$ cat src/rtl/hazard_pkg.sv
// Shared types and constants for the pipeline hazard controller.
package hazard_pkg;

    typedef enum logic [0:0] {
        RUN   = 1'b0,
        STALL = 1'b1
    } state_t;

    // Encoding must match the execute-stage operand mux.
    localparam logic [1:0] FWD_REG = 2'b00;
    localparam logic [1:0] FWD_WB  = 2'b01;
    localparam logic [1:0] FWD_MEM = 2'b10;

endpackage

$ cat src/rtl/hazard_ctrl_fwd_sel.sv
// Forwarding comparator for one ALU operand; purely combinational.
module fwd_sel
    import hazard_pkg::*;
(
    input  logic [4:0] src,
    input  logic       exmem_regwrite,
    input  logic [4:0] exmem_dest,
    input  logic       memwb_regwrite,
    input  logic [4:0] memwb_dest,
    output logic [1:0] sel
);

    logic hit_mem;
    logic hit_wb;

    // r0 is hard-wired zero, so a write to it must never be forwarded.
    assign hit_mem = exmem_regwrite & (exmem_dest != 5'd0) & (exmem_dest == src);
    assign hit_wb  = memwb_regwrite & (memwb_dest != 5'd0) & (memwb_dest == src);

    // The younger EX/MEM result wins over MEM/WB.
    assign sel = hit_mem ? FWD_MEM : (hit_wb ? FWD_WB : FWD_REG);

endmodule

$ cat src/rtl/hazard_ctrl.sv
// Forwarding, load-use stall and taken-branch flush control for the 5-stage core.
// Optional event counters are enabled by defining HAZARD_STATS_EN.
module hazard_ctrl
    import hazard_pkg::*;
#(
    parameter int unsigned LOAD_STALL = 1
) (
    input  logic        clk,
    input  logic        rst,
    input  logic [4:0]  id_rs,
    input  logic [4:0]  id_rt,
    input  logic        id_uses_rt,
    input  logic [4:0]  idex_rs,
    input  logic [4:0]  idex_rt,
    input  logic        idex_memread,
    input  logic [4:0]  idex_dest,
    input  logic        exmem_regwrite,
    input  logic [4:0]  exmem_dest,
    input  logic        memwb_regwrite,
    input  logic [4:0]  memwb_dest,
    input  logic        exmem_branch,
    input  logic        exmem_zero,
    output logic [1:0]  fwd_a,
    output logic [1:0]  fwd_b,
    output logic        pc_write,
    output logic        ifid_write,
    output logic        idex_bubble,
    output logic        flush_ifid,
    output logic        flush_idex,
    output logic        flush_exmem,
    output logic [15:0] stall_count,
    output logic [15:0] flush_count
);

    logic       take;
    logic       load_use;
    state_t     state_q, state_d;
    logic [2:0] cnt_q, cnt_d;

    assign take     = exmem_branch & exmem_zero;
    assign load_use = idex_memread & (idex_dest != 5'd0) &
                      ((idex_dest == id_rs) | (id_uses_rt & (idex_dest == id_rt)));

    fwd_sel u_fwd_a (
        .src            (idex_rs),
        .exmem_regwrite (exmem_regwrite),
        .exmem_dest     (exmem_dest),
        .memwb_regwrite (memwb_regwrite),
        .memwb_dest     (memwb_dest),
        .sel            (fwd_a)
    );

    fwd_sel u_fwd_b (
        .src            (idex_rt),
        .exmem_regwrite (exmem_regwrite),
        .exmem_dest     (exmem_dest),
        .memwb_regwrite (memwb_regwrite),
        .memwb_dest     (memwb_dest),
        .sel            (fwd_b)
    );

    always_comb begin
        state_d     = state_q;
        cnt_d       = cnt_q;
        pc_write    = 1'b1;
        ifid_write  = 1'b1;
        idex_bubble = 1'b0;
        flush_ifid  = 1'b0;
        flush_idex  = 1'b0;
        flush_exmem = 1'b0;
        // A taken branch squashes the stalled instruction, so it overrides any hazard.
        if (take) begin
            flush_ifid  = 1'b1;
            flush_idex  = 1'b1;
            flush_exmem = 1'b1;
            state_d     = RUN;
            cnt_d       = 3'd0;
        end else begin
            case (state_q)
                RUN: begin
                    if (load_use) begin
                        pc_write    = 1'b0;
                        ifid_write  = 1'b0;
                        idex_bubble = 1'b1;
                        if (LOAD_STALL > 1) begin
                            state_d = STALL;
                            cnt_d   = 3'(LOAD_STALL - 1);
                        end
                    end
                end
                STALL: begin
                    pc_write    = 1'b0;
                    ifid_write  = 1'b0;
                    idex_bubble = 1'b1;
                    cnt_d       = cnt_q - 3'd1;
                    if (cnt_q == 3'd1) begin
                        state_d = RUN;
                    end
                end
                default: begin
                    state_d = RUN;
                    cnt_d   = 3'd0;
                end
            endcase
        end
    end

    always_ff @(posedge clk) begin
        if (rst) begin
            state_q <= RUN;
            cnt_q   <= 3'd0;
        end else begin
            state_q <= state_d;
            cnt_q   <= cnt_d;
        end
    end

`ifdef HAZARD_STATS_EN
    logic [15:0] stall_cnt_q;
    logic [15:0] flush_cnt_q;

    always_ff @(posedge clk) begin
        if (rst) begin
            stall_cnt_q <= 16'd0;
            flush_cnt_q <= 16'd0;
        end else begin
            if (!pc_write && (stall_cnt_q != 16'hFFFF)) begin
                stall_cnt_q <= stall_cnt_q + 16'd1;
            end
            if (take && (flush_cnt_q != 16'hFFFF)) begin
                flush_cnt_q <= flush_cnt_q + 16'd1;
            end
        end
    end

    assign stall_count = stall_cnt_q;
    assign flush_count = flush_cnt_q;
`else
    assign stall_count = 16'd0;
    assign flush_count = 16'd0;
`endif

endmodule

$ cat config.mk
export PLATFORM = sky130hd
export DESIGN_NAME = hazard_ctrl
export DESIGN_NICKNAME = d
export VERILOG_FILES = /design/src/rtl/hazard_pkg.sv /design/src/rtl/hazard_ctrl_fwd_sel.sv /design/src/rtl/hazard_ctrl.sv
export SDC_FILE = /design/constraint.sdc
export NUM_CORES = 1
export LEC_CHECK = 0
export BUFFER_PORTS_ARGS = -buffer_cell sky130_fd_sc_hd__clkbuf_2
export CAP_MARGIN = 20
export CELL_PAD_IN_SITES_DETAIL_PLACEMENT = 1
export CELL_PAD_IN_SITES_GLOBAL_PLACEMENT = 2
export CORE_ASPECT_RATIO = 1.4
export CORE_MARGIN = 8
export CORE_UTILIZATION = 17
export DETAILED_ROUTE_END_ITERATION = 6
export PLACE_DENSITY = 0.78
export SLEW_MARGIN = 25
export SYNTH_ARGS = -nofsm -noshare
export SYNTH_HDL_FRONTEND = slang
export SYNTH_SLANG_ARGS = --single-unit
$ cat constraint.sdc
create_clock -name clk -period 2.1 [get_ports clk]
set_input_delay 0.42 -clock clk [delete_from_list [all_inputs] [get_ports clk]]
set_output_delay 0.42 -clock clk [all_outputs]
set_load 0.03 [all_outputs]
==> summary.md, run 1 <==
| Metric | Value |
|---|---|
| Largest driver fanout on the critical path | 2 |
| Setup repair after global routing missed its margin | true |
| Vertical die dimension | 101 um |
| Worst path setup slack after routing | -0.114 ns |
| Max frequency | 452 MHz |
| Final slew viol count | 0 |
| First-pass GRT wire length | 4660 um |
| Clock Skews | 0.000962 ns |
| Final period demand of the worst path | 2.21 ns |
| Combinational family with the most area after synthesis | buffers and inverters |
| I/O Buffers | 52 |
| Cell seen most often among critical-path stages | sky130_fd_sc_hd__buf_6 |
| Top layer reached by signal wires | met4 |
| Gp weighted congestion | 0.704 |
| CTS max path bufs | 2 |
| Net count reported at finish | 224 |
| Horiz. Die Dim | 76.6 um |
| Clock-pin slew of the registers on the worst-case setup and hold paths | 0.03 ns |
| Mux cell area share after synthesis | 0% |
| Xor/xnor cell area share of the yosys netlist | 32.0% |
| Routed wl met2 | 1430 um |
| Kind of capture point of the worst setup path | output port |
| Final antenna-violating net count | 0 |
| Clock root buffer | sky130_fd_sc_hd__clkbuf_8 |
| Instance count of the mapped netlist | 112 |
| CTS Buf Count | 3 |
| Hold Violations, Final | 0 |
| R2R cell count | 3 |
| HPWL Detailed | 2650 um |
| Result of the run | finished, violations left |
| Sequential element share of the synthesized area | 9.16% |
| # rows | 31 |
| Post-synthesis instance area | 875 sq um |
| Number of DRC violations after detailed routing | 0 |
| Mapped Avg Cell Area | 7.81 sq um |
| DP Worst Slack | -0.184 ns |
| Post-Route Utilization | 26.5% |
| Failing checks | negative setup slack |
| Biggest cell delay along the critical path | 0.55 ns |
| List of cells traversed by the critical path | buf_6 > buf_6 > xor2_2 > or4_4 > nor4_4 > clkbuf_8 |
| Via count of the first global-routing pass | 1077 |
| Largest net degree at the start of global routing | 7 |
| Arrival time of data at the critical path endpoint | 1.79 ns |
| First-pass detailed-route iteration total | 3 |
| Crit path launch type | primary input |
| Synth warnings | 0 |
| Accumulated negative setup slack | -0.220 ns |
| ANT cells | 0 |
| Pwr Density | 378 mW/mm^2 |
| Internal reg-to-reg setup slack | 1.11 ns |
| Combined global-route utilization of all metal layers | 7.50% |
| Number of distinct library cells after synthesis | 23 |
| # IOs | 85 |
| Top cell family by delay on the critical path | simple AND/OR/NAND/NOR gates |
| Max-cap violations | 0 |
| Number of gates on the worst path with buffers counted | 6 |
| Number of cells traversed by the worst hold path | 2 |
| Total setup violations reported at the end of the flow | 3 |
| Routed vias | 885 |
| Synth Area in Compound Gates | 5.72% |
| Class of the tightest hold or removal check | flip-flop to flip-flop |
| Avg Vias per Cell | 3.64 |
| Worst Path Class, Setup | primary input to output port |
| Critical-path top delay cell | sky130_fd_sc_hd__or4_4 |
| Buffer and inverter count on the worst path | 3 |
| Final clock period utilization by the worst path | 105% |
| Share of post-route cells with drive strength above 1 | 46.3% |
| Clk_lat worst skew | 0.22 ns |
| Simple-gate portion of the synthesized area | 16.3% |
| Leakage component of the power | 0.649 nW |
| Clock sink count | 4 |
| Adder-cell area share of the yosys netlist | 2.86% |
| Detail Route met3 WL | 414 um |
| Initial antenna violation count | 0 |
| IR Drop Worst-Case VDD | 0.000118 V |
| Layout Area Growth over Synthesis | 53.8% |
| Area of the core region | 0.00508 sq mm |
| CTS tree | built |
| Number of fillers in the final layout | 633 |
| Global-route congestion overflow total | 0 |
| Worst endpoint required time | 1.68 ns |
| Total Wirelength | 2940 um |
| Number of buffers inserted for hold repair after clock tree synthesis | 0 |
| Starting utilization of the core area | 17.2% |
| Initial drt markers | 9 |
| Htree depth | 1 |
| Detailed-route wire length on metal 1 | 1050 um |
| Routed wire length per instance | 12.1 um |
| Overall die area | 0.00773 sq mm |
| Synth Register Bits | 4 |
final timing paths:
kind,to,from
max,fwd_a[0],memwb_dest[2]
min,cnt_q[1]$_SDFFE_PP0P_,cnt_q[1]$_SDFFE_PP0P_
max reg2reg,cnt_q[1]$_SDFFE_PP0P_,cnt_q[0]$_SDFFE_PP0P_
min reg2reg,cnt_q[1]$_SDFFE_PP0P_,cnt_q[1]$_SDFFE_PP0P_
synth_stat cells:
master	number	area (sq um)
sky130_fd_sc_hd__a211oi_1	1	7.51
sky130_fd_sc_hd__a21o_1	1	7.51
sky130_fd_sc_hd__a21oi_1	1	5.00
sky130_fd_sc_hd__and2_1	1	6.26
sky130_fd_sc_hd__buf_4	37	278
sky130_fd_sc_hd__conb_1	1	3.75
sky130_fd_sc_hd__dfxtp_1	4	80.1
sky130_fd_sc_hd__ha_1	2	25.0
sky130_fd_sc_hd__inv_1	4	15.0
sky130_fd_sc_hd__nand2_1	4	15.0
sky130_fd_sc_hd__nand2b_1	1	6.26
sky130_fd_sc_hd__nand3_1	3	15.0
sky130_fd_sc_hd__nand4_1	1	6.26
sky130_fd_sc_hd__nor2_1	5	18.8
sky130_fd_sc_hd__nor4_1	2	12.5
sky130_fd_sc_hd__nor4_2	2	25.0
sky130_fd_sc_hd__o21ai_0	2	10.0
sky130_fd_sc_hd__o21ai_1	1	5.00
sky130_fd_sc_hd__o21ai_2	1	8.76
sky130_fd_sc_hd__o22ai_1	1	6.26
sky130_fd_sc_hd__or4_1	5	37.5
sky130_fd_sc_hd__xnor2_1	17	149
sky130_fd_sc_hd__xor2_1	15	131
per-layer routing:
layer / track usage, % / vias up
li1: - / 426
met1: 7.05 / 388
met2: 12.5 / 67
met3: 5.09 / 4
met4: 3.12 / 0
met5: 0 / -
report_power, final:
group	leakage [nW]	switching, mW	internal [mW]	total [mW]
Combinational	0.595	0.168	0.102	0.271
Sequential	0.0322	0	0.0766	0.0766
Clock	0.0216	0.0391	0.122	0.161
Total	0.649	0.208	0.301	0.508
sequential cells by signal (all words and copies together) (netlist names):
name,count
state_q,1
cnt_q,3
cell usage in the layout (no fill, tap or decap), types with 3 or more instances in the layout:
| cell | instances |
|---|---|
| sky130_fd_sc_hd__clkbuf_2 | 44 |
| sky130_fd_sc_hd__conb_1 | 32 |
| sky130_fd_sc_hd__xnor2_1 | 17 |
| sky130_fd_sc_hd__xor2_1 | 14 |
| sky130_fd_sc_hd__buf_4 | 14 |
| sky130_fd_sc_hd__buf_6 | 6 |
| sky130_fd_sc_hd__nor2_1 | 5 |
| sky130_fd_sc_hd__clkbuf_8 | 5 |
| sky130_fd_sc_hd__inv_1 | 4 |
| sky130_fd_sc_hd__or4_4 | 4 |
| sky130_fd_sc_hd__nand2_1 | 4 |
| sky130_fd_sc_hd__dfxtp_1 | 4 |
| sky130_fd_sc_hd__nand3_1 | 3 |
| sky130_fd_sc_hd__nor4_4 | 3 |
stage by stage:
step                area (sq um)  hold WS [ns]  cells  power, mW
floorplan                   1010         0.471    143      0.279
global placement            1170         0.480    237      0.319
detailed placement          1170         0.498    237      0.322
CTS                         1240         0.506    240      0.493
global route                1350         0.544    243      0.550
finish                      1350         0.501    243      0.508
repair_timing:
item | 4_1_cts | 5_1_grt
endpoints found under the hold margin | 0 | 0
resized for setup | 7 | 21
buffers inserted | 0 | 3
pin swaps | 0 | 8
setup endpoints to repair | 6 | 7
cloned | 0 | 0
layout make-up:
class | count | area (sq um) | share of cell area [%]
multi-input combinational | 98 | 691 | 51.3
timing repair buffer | 68 | 435 | 32.4
tap | 66 | 82.6 | 6.14
sequential | 4 | 80.1 | 5.95
clock buffer | 3 | 41.3 | 3.07
inverter | 4 | 15.0 | 1.12
tightest hold or removal path, cell delays in order, from the launching register on:
cell and delay (ns):
sky130_fd_sc_hd__dfxtp_1 0.30, sky130_fd_sc_hd__nor2_1 0.10, sky130_fd_sc_hd__a211oi_1 0.05
cells by family (layout without fill, tap and decap cells):
group | count (synthesis) | count (layout)
other cells | 1 | 32
simple gates | 24 | 24
xor+xnor | 32 | 32
fa+ha+maj | 2 | 2
compound gates | 8 | 8
flops | 4 | 4
buf+inv | 41 | 75
Power figures use the tool's default switching activity.
==> run 2, diff against run 1 <==
--- a/config.mk
+++ b/config.mk
@@ -5,6 +5,7 @@
 export SDC_FILE = /design/constraint.sdc
 export NUM_CORES = 1
 export LEC_CHECK = 0
+export ABC_AREA = 0
 export BUFFER_PORTS_ARGS = -buffer_cell sky130_fd_sc_hd__clkbuf_2
 export CAP_MARGIN = 20
 export CELL_PAD_IN_SITES_DETAIL_PLACEMENT = 1
==> constraint.sdc (replaced) <==
create_clock -name clk -period 2.2 [get_ports clk]
set_input_delay 0.44 -clock clk [delete_from_list [all_inputs] [get_ports clk]]
set_output_delay 0.44 -clock clk [all_outputs]
set_load 0.03 [all_outputs]
==> run 2 against run 1 <==
  * The run still ends with negative setup slack left
  * Final area down 2.5%
  * Global-route usage shrank 0.15 points
  * Critical path depth stayed put
  * Non-clock buffer count fell by 3
  * Count of clock-buffer cells in the layout is the same
  * Sequential share of layout area is 0.15 points higher
  * Power shrank 5.6%
  * Clock skew is 0.00077 ns higher
  * Final cell count is 1.2% lower
  * Worst hold slack barely moved
  * Largest power group unchanged
==> summary.md, run 2 (synthesis results as in run 1) <==
| Metric | Value |
|---|---|
| Avg Vias per Cell | 3.61 (-0.81%) |
| Final antenna-violating net count | 0 (unchanged) |
| Clock root buffer | sky130_fd_sc_hd__clkbuf_8 |
| Clock sink count | 4 (unchanged) |
| Instance area at placement | 0.00117 sq mm (-0.64%) |
| CTS Buf Count | 3 (unchanged) |
| Gp weighted congestion | 0.718 (+2.0%) |
| Class of the tightest hold or removal check | flip-flop to flip-flop |
| Number of DRC violations after detailed routing | 0 (unchanged) |
| Critical-path top delay cell | sky130_fd_sc_hd__or4_4 |
| Layout Area Growth over Synthesis | 49.9% |
| First-pass detailed-route iteration total | 4 (+1) |
| HPWL Detailed | 2670 um (+0.58%) |
| Arrival time of data at the critical path endpoint | 1.81 ns (+0.02 ns) |
| Overall die area | 0.00773 sq mm (unchanged) |
| Starting utilization of the core area | 17.2% (unchanged) |
| Flip-flop count of the largest register, all copies and words added | 3 (unchanged) |
| ANT cells | 0 (unchanged) |
| Horiz. Die Dim | 76.6 um (unchanged) |
| Number of buffers inserted for hold repair after clock tree synthesis | 0 (unchanged) |
| First-pass GRT wire length | 4660 um (unchanged) |
| Largest net degree at the start of global routing | 7 (unchanged) |
| Leakage component of the power | 0.633 nW (-2.4%) |
| Combined global-route utilization of all metal layers | 7.35% (-0.15 points) |
| Failing checks | negative setup slack |
| Worst path setup slack after routing | -0.0467 ns (+0.0671 ns) |
| Largest register by flop count | cnt_q |
| # rows | 31 (unchanged) |
| Largest driver fanout on the critical path | 2 (unchanged) |
| Routed wire length per instance | 11.9 um (-1.7%) |
| Cell seen most often among critical-path stages | sky130_fd_sc_hd__clkbuf_8 |
| Clock-pin slew of the registers on the worst-case setup and hold paths | 0.03 ns (about the same) |
| Hold Violations, Final | 0 (unchanged) |
| Max frequency | 445 MHz |
| CTS tree | built |
| Initial drt markers | 13 (+4) |
| # IOs | 85 (unchanged) |
| Number of fillers in the final layout | 637 (+0.63%) |
| Crit path launch type | primary input |
| Net count reported at finish | 221 (-1.3%) |
| DP Worst Slack | -0.152 ns (+0.0325 ns) |
| Setup repair after global routing missed its margin | true |
| Htree depth | 1 (unchanged) |
| Most frequent cells in the layout | 47 x sky130_fd_sc_hd__clkbuf_2, 32 x sky130_fd_sc_hd__conb_1, 17 x sky130_fd_sc_hd__xnor2_1 |
| Minimum hold slack | 0.501 ns (-0.000456 ns) |
| Area of the core region | 0.00508 sq mm (unchanged) |
| Total Wirelength | 2850 um (-2.9%) |
| Clk_lat worst skew | 0.22 ns (about the same) |
| Total setup violations reported at the end of the flow | 2 (-1) |
| Final period demand of the worst path | 2.25 ns |
| Kind of capture point of the worst setup path | output port |
| # placed instances | 236 (-0.42%) |
| Top flop regs | cnt_q (3), state_q (1) |
| Worst Path Class, Setup | primary input to output port |
| Vertical die dimension | 101 um (unchanged) |
| Global-route congestion overflow total | 0 (unchanged) |
| Final clock period utilization by the worst path | 102% |
| Routed vias | 867 (-2.0%) |
| Number of standard cells in the final layout excluding fillers | 240 (-1.2%) |
| Max-cap violations | 0 (unchanged) |
| List of cells traversed by the critical path | clkbuf_8 > buf_6 > xor2_1 > or4_4 > nor4_4 > clkbuf_8 |
| Biggest cell delay along the critical path | 0.50 ns (-0.05 ns) |
| Clock Skews | 0.00173 ns (+0.000773 ns) |
| Final slew viol count | 0 (unchanged) |
| CTS max path bufs | 2 (unchanged) |
| Worst endpoint required time | 1.76 ns (+0.08 ns) |
| Most common cell after layout, fill and taps aside | sky130_fd_sc_hd__clkbuf_2 |
| Via count of the first global-routing pass | 1034 (-4.0%) |
| Share of post-route cells with drive strength above 1 | 45.4% (-0.93 points) |
| IR Drop Worst-Case VDD | 0.000163 V (+38%) |
| Final non-filler cell area | 0.00131 sq mm (-2.5%) |
| Initial antenna violation count | 0 (unchanged) |
| Pwr Density | 366 mW/mm^2 (-3.2%) |
| I/O Buffers | 52 (unchanged) |
| Result of the run | finished, violations left |
==> run 2: path summary, 6_finish.rpt <==
kind / start / endpoint / slack [ns] / cells after the start
hold / removal: cnt_q[1]$_SDFFE_PP0P_ / cnt_q[1]$_SDFFE_PP0P_ / 0.50 / 2
setup / recovery: memwb_dest[2] / fwd_a[0] / -0.05 / 6
hold reg to reg: cnt_q[1]$_SDFFE_PP0P_ / cnt_q[1]$_SDFFE_PP0P_ / 0.50 / 2
setup reg to reg: cnt_q[0]$_SDFFE_PP0P_ / cnt_q[1]$_SDFFE_PP0P_ / 1.21 / 3
==> run 2: repair_timing <==
item / in CTS / in global routing
pin swaps: 5 / 0
resized for setup: 17 / 1
cloned: 0 / 0
setup buffers: 1 / 0
setup endpoints to repair: 4 / 5
==> run 2: final cells by class <==
| cell class | instances | area (sq um) | area share (%) |
|---|---|---|---|
| multi-input cells | 98 | 687 | 52.4 |
| repair buffers | 65 | 405 | 30.9 |
| well taps | 66 | 82.6 | 6.30 |
| flip-flops and latches | 4 | 80.1 | 6.11 |
| clock buffers | 3 | 41.3 | 3.15 |
| inverters | 4 | 15.0 | 1.15 |
==> run 2: worst max-delay path, delay by kind of cell <==
family,cells,cell delay (ns)
xor+xnor,1,0.15
simple gates,2,0.79
buf+inv,3,0.42
==> run 2: per-stage QoR <==
step	util [%]	setup TNS [ns]	total power [mW]
2_1_floorplan	-	0	0.266
3_3_place_gp	23.0	-0.257	0.303
3_5_place_dp	23.0	-0.370	0.306
4_1_cts	25.8	-0.114	0.486
5_1_grt	25.8	-0.180	0.512
6_report	25.8	-0.0725	0.480
==> run 2: power breakdown <==
| group | internal (mW) | total, mW | switching, mW |
|---|---|---|---|
| Combinational | 0.0924 | 0.251 | 0.159 |
| Clock | 0.117 | 0.155 | 0.0387 |
| Sequential | 0.0730 | 0.0730 | 0 |
| Total | 0.282 | 0.480 | 0.198 |
==> run 2: routing by layer <==
metal	wire length (um)	up-vias	part of all wire, %	track usage (%)
li1	-	421	-	-
met1	1090	377	38	7.41
met2	1340	67	47	12.4
met3	397	2	14	4.64
met4	21	0	0.74	1.78
met5	0	-	0	0
==> run 3, diff against run 2 <==
--- a/config.mk
+++ b/config.mk
@@ -11,10 +11,11 @@
 export CELL_PAD_IN_SITES_DETAIL_PLACEMENT = 1
 export CELL_PAD_IN_SITES_GLOBAL_PLACEMENT = 2
 export CORE_ASPECT_RATIO = 1.4
-export CORE_MARGIN = 8
+export CORE_MARGIN = 2
 export CORE_UTILIZATION = 17
 export DETAILED_ROUTE_END_ITERATION = 6
 export PLACE_DENSITY = 0.78
+export RECOVER_POWER = 50
 export SLEW_MARGIN = 25
 export SYNTH_ARGS = -nofsm -noshare
 export SYNTH_HDL_FRONTEND = slang
==> run 3 against run 2 <==
  * Routed wire length fell by 15%
  * Critical path depth unchanged
  * Worst setup slack improved by 0.0027 ns
  * The run still ends with negative setup slack left
  * Non-clock buffer count unchanged
==> summary.md, run 3 (synthesis results as in run 1) <==
| Metric | Value |
|---|---|
| Number of fillers in the final layout | 623 (-2.2%) |
| Largest net degree at the start of global routing | 7 (unchanged) |
| Flip-flop count of the largest register, all copies and words added | 3 (unchanged) |
| Final clock period utilization by the worst path | 102% (-0.12 points) |
| Hold Violations, Final | 0 (unchanged) |
| Share of power burned in registers | 15.0% (-0.2 points) |
| Initial antenna violation count | 0 (unchanged) |
| Final slew viol count | 0 (unchanged) |
| Clock root buffer | sky130_fd_sc_hd__clkbuf_8 |
| Failing checks | negative setup slack |
| Relative contribution of the clock network to total power | 32.7% (+0.3 points) |
| Portion of total power attributed to combinational logic | 52.3% (about the same) |
| Arrival time of data at the critical path endpoint | 1.80 ns (about the same) |
| Leakage component of the power | 0.633 nW (about the same) |
| Number of standard cells in the final layout excluding fillers | 238 (-0.83%) |
| Layout Area Growth over Synthesis | 52.2% |
| Class of the tightest hold or removal check | flip-flop to flip-flop |
| Setup repair after global routing missed its margin | true |
| Worst path setup slack after routing | -0.0439 ns (+0.00274 ns) |
| Net count reported at finish | 221 (unchanged) |
| Htree depth | 1 (unchanged) |
| Final antenna-violating net count | 0 (unchanged) |
| Total setup violations reported at the end of the flow | 1 (-1) |
| Worst Path Class, Setup | primary input to output port |
| Instance area at placement | 0.00116 sq mm (-0.21%) |
| Number of DRC violations after detailed routing | 0 (unchanged) |
| Routed wire length per instance | 10.2 um (-14%) |
| # placed instances | 234 (-0.85%) |
| Gp weighted congestion | 0.678 (-5.6%) |
| Starting utilization of the core area | 17.8% (+0.57 points) |
| Total Wirelength | 2430 um (-15%) |
| Via count of the first global-routing pass | 892 (-14%) |
| Max-cap violations | 0 (unchanged) |
| Result of the run | finished, violations left |
| Number of buffers inserted for hold repair after clock tree synthesis | 0 (unchanged) |
| P_sw | 202 uW (+2.0%) |
| Avg Vias per Cell | 3.66 (+1.3%) |
| First-pass detailed-route iteration total | 2 (-2) |
| Crit path launch type | primary input |
| First-pass GRT wire length | 3390 um (-27%) |
| Final period demand of the worst path | 2.24 ns (-0.00274 ns) |
| Clk_lat worst skew | 0.22 ns (about the same) |
| Largest driver fanout on the critical path | 2 (unchanged) |
| Combined global-route utilization of all metal layers | 7.84% (+0.50 points) |
| Clock sink count | 4 (unchanged) |
| HPWL Detailed | 2110 um (-21%) |
| Most common cell after layout, fill and taps aside | sky130_fd_sc_hd__clkbuf_2 |
| Kind of capture point of the worst setup path | output port |
| CTS tree | built |
| Initial drt markers | 16 (+3) |
| # IOs | 85 (unchanged) |
| # rows | 30 (-3.2%) |
| Max frequency | 446 MHz (+0.12%) |
| Net Sw Frac | 41.4% (+0.20 points) |
| Accumulated negative setup slack | -0.0439 ns (+0.0286 ns) |
| Int Pwr | 285 uW (+1.1%) |
| CTS Buf Count | 3 (unchanged) |
| Worst endpoint required time | 1.76 ns (about the same) |
| Area of the multi-input gates | 688 sq um (+0.18%) |
| Largest register by flop count | cnt_q |
| Share of post-route cells with drive strength above 1 | 43.1% (-2.3 points) |
| Overall die area | 0.00574 sq mm (-26%) |
| IR Drop Worst-Case VDD | 0.000114 V (-30%) |
| Clock-pin slew of the registers on the worst-case setup and hold paths | 0.03 ns (about the same) |
| CTS max path bufs | 2 (unchanged) |
| I/O Buffers | 52 (unchanged) |
| Pwr Density | 366 mW/mm^2 (about the same) |
| Top flop regs | cnt_q (3), state_q (1) |
| Clock Skews | 0.00546 ns (+0.00373 ns) |
| Area of the core region | 0.00492 sq mm (-3.2%) |
| Horiz. Die Dim | 64.6 um (-16%) |
| Vertical die dimension | 88.9 um (-12%) |
| ANT cells | 0 (unchanged) |
| Sequential cell area | 80.1 sq um (unchanged) |
| Most frequent cells in the layout | 40 x sky130_fd_sc_hd__clkbuf_2, 32 x sky130_fd_sc_hd__conb_1, 17 x sky130_fd_sc_hd__xnor2_1 |
| Final non-filler cell area | 0.00133 sq mm (+1.5%) |
| Routed vias | 871 (+0.46%) |
| Global-route congestion overflow total | 0 (unchanged) |
-- run 3: cell types whose count changed in the layout (fill, tap and decap cells not counted), sizes merged --
| cell | before | now |
|---|---|---|
| clkbuf | 55 | 48 |
| buf | 13 | 20 |
-- run 3: power groups by stage --
stage / Clock [mW] / Combinational [mW] / Sequential [mW]
after global placement: 0 / 0.229 / 0.0740
after floorplan: 0 / 0.192 / 0.0740
after detailed placement: 0 / 0.231 / 0.0740
final: 0.159 / 0.255 / 0.0730
after global routing: 0.168 / 0.276 / 0.0730
after CTS: 0.163 / 0.233 / 0.0730
-- run 3: final cells by class --
cell class	instances	area share [%]
multi-input combinational	98	51.7
timing repair buffer	65	32.0
sequential	4	6.02
tap	64	6.02
clock buffer	3	3.10
inverter	4	1.13
-- run 3: metal layers --
metal / global-route usage (%) / up-vias / share of wire, %
met5: 0 / - / 0
met2: 16.9 / 73 / 56
met1: 6.16 / 367 / 29
met4: 3.48 / 0 / 1.7
met3: 2.54 / 5 / 13
li1: - / 426 / -
-- run 3: worst paths after layout --
| path | from | endpoint | slack (ns) | cells past startpoint |
|---|---|---|---|---|
| max | memwb_dest[3] | fwd_b[0] | -0.04 | 6 |
| min | cnt_q[1]$_SDFFE_PP0P_ | cnt_q[1]$_SDFFE_PP0P_ | 0.50 | 2 |
| min reg2reg | cnt_q[1]$_SDFFE_PP0P_ | cnt_q[1]$_SDFFE_PP0P_ | 0.50 | 2 |
| max reg2reg | cnt_q[0]$_SDFFE_PP0P_ | cnt_q[1]$_SDFFE_PP0P_ | 1.20 | 3 |
-- run 3: stage by stage --
stage	total power, mW	worst slack (ns)	hold WS (ns)	utilization [%]
finish	0.487	-0.0439	0.496	27.1
global route	0.517	-0.0932	0.517	27.1
CTS	0.469	-0.146	0.495	24.9
detailed placement	0.305	-0.150	0.494	23.7
global placement	0.303	-0.158	0.481	23.7
floorplan	0.266	0.00168	0.471	-
-- run 3: what timing repair did --
item | CTS | global route
endpoints found under the setup margin | 4 | 7
pin swaps | 0 | 10
gates resized for setup | 4 | 29
buffers inserted | 0 | 2
hold endpoints to repair | 0 | 0
-- run 3: critical path: stages --
cell,delay (ns)
sky130_fd_sc_hd__buf_6,0.09
sky130_fd_sc_hd__buf_6,0.10
sky130_fd_sc_hd__xor2_1,0.13
sky130_fd_sc_hd__or4_4,0.55
sky130_fd_sc_hd__nor4_4,0.28
sky130_fd_sc_hd__clkbuf_8,0.20
